[config.mk]
export PLATFORM = sky130hd
export DESIGN_NAME = fp_add_norm_round
export DESIGN_NICKNAME = d
export VERILOG_FILES = /design/src/rtl/fp_add_pkg.sv /design/src/rtl/fp_add_norm_round_lzc.sv /design/src/rtl/fp_add_norm_round.sv
export SDC_FILE = /design/constraint.sdc
export NUM_CORES = 1
export LEC_CHECK = 0
export CELL_PAD_IN_SITES_DETAIL_PLACEMENT = 1
export CELL_PAD_IN_SITES_GLOBAL_PLACEMENT = 1
export CORE_AREA = 2 2 175 108
export DETAILED_ROUTE_END_ITERATION = 10
export DIE_AREA = 0 0 177 110
export PLACE_DENSITY = 0.85
export SLEW_MARGIN = 20
export SYNTH_ARGS = -nofsm -noshare
export SYNTH_HDL_FRONTEND = slang
export SYNTH_SLANG_ARGS = --single-unit
[constraint.sdc]
create_clock -name CLK -period 5.42 [get_ports CLK]
set_clock_uncertainty 0.05 [all_clocks]
set_input_delay 1.084 -clock CLK [delete_from_list [all_inputs] [get_ports CLK]]
set_output_delay 1.084 -clock CLK [all_outputs]
set_load 0.02 [all_outputs]
[src/rtl/fp_add_pkg.sv]
// Shared widths, constants and stage record types for the FP32 adder back end
// (normalize, round-to-nearest-even, pack).
package fp_add_pkg;

    localparam int MAN_W   = 23;
    localparam int EXP_W   = 8;
    localparam int GRS_W   = 3;
    localparam int BIAS    = 127;
    localparam int EXP_MAX = 255;

    // hidden + mantissa + G/R/S, and the raw adder output with its carry on top
    localparam int NRM_W = MAN_W + 1 + GRS_W;
    localparam int SUM_W = NRM_W + 1;
    localparam int LZ_W  = 5;

    typedef struct packed {
        logic             sign;
        logic [EXP_W-1:0] exp;
        logic [MAN_W-1:0] mant;
    } fp32_t;

    typedef struct packed {
        logic ovf;
        logic unf;
        logic inx;
        logic zero;
    } flags_t;

    typedef struct packed {
        logic             sign;
        logic             zero;
        logic [EXP_W:0]   e;
        logic [LZ_W-1:0]  shift;
        logic [NRM_W-1:0] m;
    } s1_t;

    typedef struct packed {
        logic             sign;
        logic             zero;
        logic [EXP_W:0]   e;
        logic [MAN_W:0]   m;
        logic             round_up;
        logic             inexact;
    } s2_t;

    function automatic fp32_t fp_inf(input logic sign);
        fp32_t r;
        r.sign = sign;
        r.exp  = '1;
        r.mant = '0;
        return r;
    endfunction

endpackage

[src/rtl/fp_add_norm_round_lzc.sv]
// Combinational 27-bit leading-zero counter; count is 27 and zero_o is set
// when the input is all zeros.
module fp_lzc27
    import fp_add_pkg::*;
(
    input  logic [NRM_W-1:0] data_i,
    output logic [LZ_W-1:0]  count_o,
    output logic             zero_o
);

    // NOTE: the default is assigned before the loop so every path drives count_o and no latch is inferred.
    always_comb begin
        count_o = LZ_W'(NRM_W);
        for (int i = 0; i < NRM_W; i++) begin
            if (data_i[i]) count_o = LZ_W'(NRM_W - 1 - i);
        end
    end

    assign zero_o = ~|data_i;

endmodule

[src/rtl/fp_add_norm_round.sv]
// FP32 adder back end: 3-stage normalize / round-to-nearest-even / pack pipeline
// with a valid/ready handshake in which all stages advance together.
module fp_add_norm_round
    import fp_add_pkg::*;
(
    input  logic             CLK,
    input  logic             RST,
    input  logic             in_valid,
    output logic             in_ready,
    input  logic [SUM_W-1:0] sum,
    input  logic [EXP_W-1:0] exp_in,
    input  logic             sign_in,
    output logic             out_valid,
    input  logic             out_ready,
    output logic [31:0]      result,
    output logic             ovf,
    output logic             unf,
    output logic             inx,
    output logic             zero
);

    logic       adv;
    logic       v1_q, v2_q, v3_q;
    s1_t        s1_d, s1_q;
    s2_t        s2_d, s2_q;
    fp32_t      res_d, res_q;
    flags_t     flg_d, flg_q;

    logic [LZ_W-1:0]  lz;
    logic             lz_zero;
    logic [EXP_W-1:0] e_eff;
    logic [EXP_W-1:0] lim;

    assign adv      = ~v3_q | out_ready;
    assign in_ready = adv;

    fp_lzc27 u_lzc (
        .data_i  (sum[NRM_W-1:0]),
        .count_o (lz),
        .zero_o  (lz_zero)
    );

    // Stage 1: fold the adder carry back in, or pick a left shift that stops at the minimum exponent.
    assign e_eff = (exp_in == '0) ? EXP_W'(1) : exp_in;
    assign lim   = e_eff - EXP_W'(1);

    always_comb begin
        s1_d       = '0;
        s1_d.sign  = sign_in;
        s1_d.zero  = lz_zero & ~sum[SUM_W-1];
        if (sum[SUM_W-1]) begin
            s1_d.m     = {sum[SUM_W-1:2], sum[1] | sum[0]};
            s1_d.e     = {1'b0, e_eff} + (EXP_W+1)'(1);
            s1_d.shift = '0;
        end else begin
            s1_d.m = sum[NRM_W-1:0];
            if ({{(EXP_W-LZ_W){1'b0}}, lz} <= lim) s1_d.shift = lz;
            else                                  s1_d.shift = lim[LZ_W-1:0];
            s1_d.e = {1'b0, e_eff} - {{(EXP_W+1-LZ_W){1'b0}}, s1_d.shift};
        end
    end

    // Stage 2: apply the shift and derive the RNE decision from G/R/S.
    logic [NRM_W-1:0] m_sh;
    logic             g, r, s;

    always_comb begin
        m_sh          = s1_q.m << s1_q.shift;
        g             = m_sh[2];
        r             = m_sh[1];
        s             = m_sh[0];
        s2_d          = '0;
        s2_d.sign     = s1_q.sign;
        s2_d.zero     = s1_q.zero;
        s2_d.e        = s1_q.e;
        s2_d.m        = m_sh[NRM_W-1:GRS_W];
        s2_d.round_up = g & (r | s | m_sh[GRS_W]);
        s2_d.inexact  = g | r | s;
    end

    // Stage 3: increment, then renormalize a carry to 2^24 or a denormal promoted to normal.
    logic [MAN_W+1:0] m25;
    logic [EXP_W:0]   exp_out;

    always_comb begin
        m25     = {1'b0, s2_q.m} + (MAN_W+2)'(s2_q.round_up);
        res_d   = '0;
        flg_d   = '0;
        exp_out = '0;
        if (m25[MAN_W+1]) begin
            exp_out    = s2_q.e + (EXP_W+1)'(1);
            res_d.mant = '0;
        end else begin
            exp_out    = m25[MAN_W] ? s2_q.e : '0;
            res_d.mant = m25[MAN_W-1:0];
        end
        res_d.sign = s2_q.sign;
        res_d.exp  = exp_out[EXP_W-1:0];

        if (s2_q.zero) begin
            res_d      = '0;
            flg_d.zero = 1'b1;
        end else if (exp_out >= (EXP_W+1)'(EXP_MAX)) begin
            res_d     = fp_inf(s2_q.sign);
            flg_d.ovf = 1'b1;
            flg_d.inx = 1'b1;
        end else begin
            flg_d.inx = s2_q.inexact;
            flg_d.unf = (exp_out == '0) & s2_q.inexact;
        end
    end

    // NOTE: non-blocking assignments make every stage capture its neighbour's pre-edge value.
    always_ff @(posedge CLK or posedge RST) begin
        if (RST) begin
            v1_q  <= 1'b0;
            v2_q  <= 1'b0;
            v3_q  <= 1'b0;
            s1_q  <= '0;
            s2_q  <= '0;
            res_q <= '0;
            flg_q <= '0;
        end else if (adv) begin
            v1_q  <= in_valid;
            v2_q  <= v1_q;
            v3_q  <= v2_q;
            s1_q  <= s1_d;
            s2_q  <= s2_d;
            res_q <= res_d;
            flg_q <= flg_d;
        end
    end

    assign out_valid = v3_q;
    assign result    = res_q;
    assign ovf       = flg_q.ovf;
    assign unf       = flg_q.unf;
    assign inx       = flg_q.inx;
    assign zero      = flg_q.zero;

endmodule
==> metrics.yaml <==
grt:
  grt_pass1_vias: 8253
  grt.total_usage_pct: 30.7
  grt_max_degree: 102
  grt_pass1_wl_mm: 45.5
  antenna_found_initial: 0
  grt_overflow: 0
logic_synthesis:
  synth.net_count: 940
  syn_inst: 879
  seq_area_frac_synth_pct: 37.6
  syn_avg_cell_area_um2: 9.01
  yosys_register_bits: 119
  async_flop_share_pct: 100
  yosys_warnings: 0
  ys_types: 69
  synthesis.area_um2: 7920
  ys.flop_type: "dfrtp_1"
  synth_edf_count: 0
layout:
  n_antenna_cell: 0
  drive_gt1_share_pct: 25.2
  final_area_um2: 10600
  final_util_pct: 59.3
  synthToLayoutAreaGrowth_pct: 33.5
  fill_cells: 2013
  nets: 1091
floorplanning:
  dieWidth_um: 177
  start_util_pct: 44.4
  die_y_um: 110
  coreArea_um2: 17800
  rows: 38
  pin_count: 79
  fp.dieArea_um2: 19500
timing:
  worst_pin_slew_ns: 0.988
  slew_violations: 0
  finalHoldViolations: 0
  finalCriticalPeriod_ns: 5.81
  rsz0062_at_grt: "true"
  period_share_pct: 107
  setup_ws_ns: -0.385
  max_freq_ghz: 0.172
  relSlewSlack_pct: 34.2
  setup_viol: 6
detailed_routing:
  initialDrtViolationCount: 727
  drtPass1Iterations: 6
  vias_per_cell: 6.04
  antenna_left: 0
  routed_wl_mm: 29.4
  vias: 7746
  drcViolationCount: 0
  wire_per_inst_um: 23.0
power_and_ir_drop:
  pwr_density_cell_nw_per_um2: 451
  power_mw: 4.77
  leakagePower_nw: 4.62
  peakVddDrop_uv: 311
clock_network:
  cts_tree: "done"
  clk_path_buf_depth: 2
  clock_sinks: 119
  cts_max_level: 4
  cts_hold_buf: 0
  cts_buffers: 17
  clk_latency_ns: 0.43
  cts-root-buf: "clkbuf_16"
  path_clk_slew_ns: 0.06
setup_path:
  cp_slowest_cell: "or4_4"
  crit_fanout: 3
  crit_path_start_kind: "input port"
  crit_arrival_ns: 6.08
  cp-end-kind: "register"
  critPathKind: "input port to register"
  max_stage_delay_ns: 0.54
  cp_top_family: "compound AO/OA/AOI/OAI gates"
  path_common_cell: "buf_4"
  crit_required_ns: 5.70
  critPathBufInv: 7
place:
  place_ws_ns: -1.13
  port_buffers: 78
  place_hpwl_mm: 18.4
  gp_congestion: 0.891
  place_area_um2: 9540
flow_run:
  maxCapViolations: 0
min_path:
  hp-class: "register to register"
run_status:
  status: "finished with violations"
  violations: "negative setup slack"
## synthesized netlist by cell type (14+ instances only)
master	instances	area (um^2)
nand2_1	172	646
clkbuf_1	45	169
o21ai_0	57	285
nand3_1	21	105
nor2_1	47	176
inv_1	27	101
dfrtp_1	119	2980
ha_1	19	238
a21oi_1	28	140
a211oi_1	14	105
mux2i_1	60	601
xnor2_1	19	166
## worst min-delay path, cell delays in order, from the launching register on
cell and delay [ns]:
dfrtp_1 0.34, nand2_1 0.06, o21ai_2 0.05
## metrics by stage
step | hold WS [ns] | std cells | TNS (ns)
3_5_place_dp | 0.405 | 1232 | -6.41
4_1_cts | 0.427 | 1279 | -0.0822
2_1_floorplan | 0.380 | 879 | -1.32
3_3_place_gp | 0.401 | 1232 | -5.05
5_1_grt | 0.439 | 1283 | -2.36
6_report | 0.428 | 1283 | -1.38
## path summary, 6_finish.rpt
check	start	slack, ns	cells after the start	endpoint
worst max-delay path	exp_in[4]	-0.39	26	s1_q[39]
worst min-delay path	result[3]	0.43	2	result[3]
worst max register to register	s2_q[2]	1.66	10	result[10]
worst min register to register	result[3]	0.43	2	result[3]
max in group asynchronous	RST	3.28	3	s1_q[30]
min in group asynchronous	RST	1.05	2	s1_q[22]
## power by group
group,internal [mW],switching (mW)
Clock,0.700,0.478
Sequential,1.22,0.365
Combinational,0.877,1.13
Total,2.80,1.97
## layout make-up
cell class              instances  area, um^2  share of cell area, %
clock buffers                  18         439                   4.15
clock inverters                14         163                   1.54
inverters                      28         108                   1.02
well taps                     240         300                   2.84
flip-flops and latches        119        2980                   28.2
repair buffers                189        1600                   15.1
multi-input cells             675        4980                   47.2
## timing repair
| item | CTS | global route |
|---|---|---|
| buffers inserted | 15 | 5 |
| pin swaps | 32 | 29 |
| gates cloned | 0 | 0 |
| setup endpoints to repair | 7 | 6 |
| resized for setup | 61 | 26 |
## registers in the layout (all words and copies together) (netlist names)
signal,count
result,32
inx,1
out_valid,1
zero,1
s1_q,43
v2_q,1
s2_q,37
v1_q,1
ovf,1
unf,1
## cells in the final DEF, fill, tap and decap left out, types with 6 or more instances in the layout
| master | synthesis | routed |
|---|---|---|
| dlygate4sd2_1 | 0 | 12 |
| mux4_2 | 13 | 13 |
| nand3_1 | 21 | 20 |
| xor2_1 | 12 | 11 |
| nor3_1 | 12 | 10 |
| clkdlybuf4s50_1 | 0 | 61 |
| nor2_1 | 47 | 46 |
| o31ai_1 | 13 | 12 |
| a21oi_2 | 0 | 6 |
| dfrtp_1 | 119 | 118 |
| a21o_1 | 9 | 9 |
| o21ai_2 | 12 | 14 |
| ha_1 | 19 | 11 |
| o21ai_0 | 57 | 53 |
| nand4_1 | 11 | 11 |
| nand2_1 | 172 | 170 |
| o211ai_1 | 7 | 7 |
| o21a_1 | 7 | 7 |
| mux2_2 | 11 | 9 |
| nor4_1 | 8 | 7 |
| inv_1 | 27 | 24 |
| clkbuf_16 | 0 | 17 |
| buf_4 | 0 | 108 |
| o31ai_2 | 8 | 9 |
| nand2b_1 | 10 | 6 |
| a21oi_1 | 28 | 21 |
| a22o_1 | 8 | 8 |
| xnor2_1 | 19 | 16 |
| or4_1 | 7 | 6 |
| a211oi_1 | 14 | 12 |
| a31oi_1 | 7 | 7 |
| ha_4 | 0 | 8 |
| mux2i_1 | 60 | 60 |
## kinds of logic (layout without fill, tap and decap cells)
family                     count (synthesis)  in the layout  share of synthesized area [%]
muxes                                     85             85                           13.0
adders and majority gates                 20             20                           3.25
DFF                                      119            119                           37.6
xor gates and xnor gates                  32             32                           3.63
and+or+nand+nor                          333            333                           20.1
buffers and inverters                     85            249                           4.33
AOI/OAI and AO/OA                        205            205                           18.1
## layer usage
metal	global-route usage (%)	vias up	share of wire, %
li1	-	3469	-
met3	6.00	70	6.3
met1	40.0	3855	43
met2	51.5	352	48
met5	0	-	0
met4	11.2	0	2.5
Power figures use the tool's default switching activity.
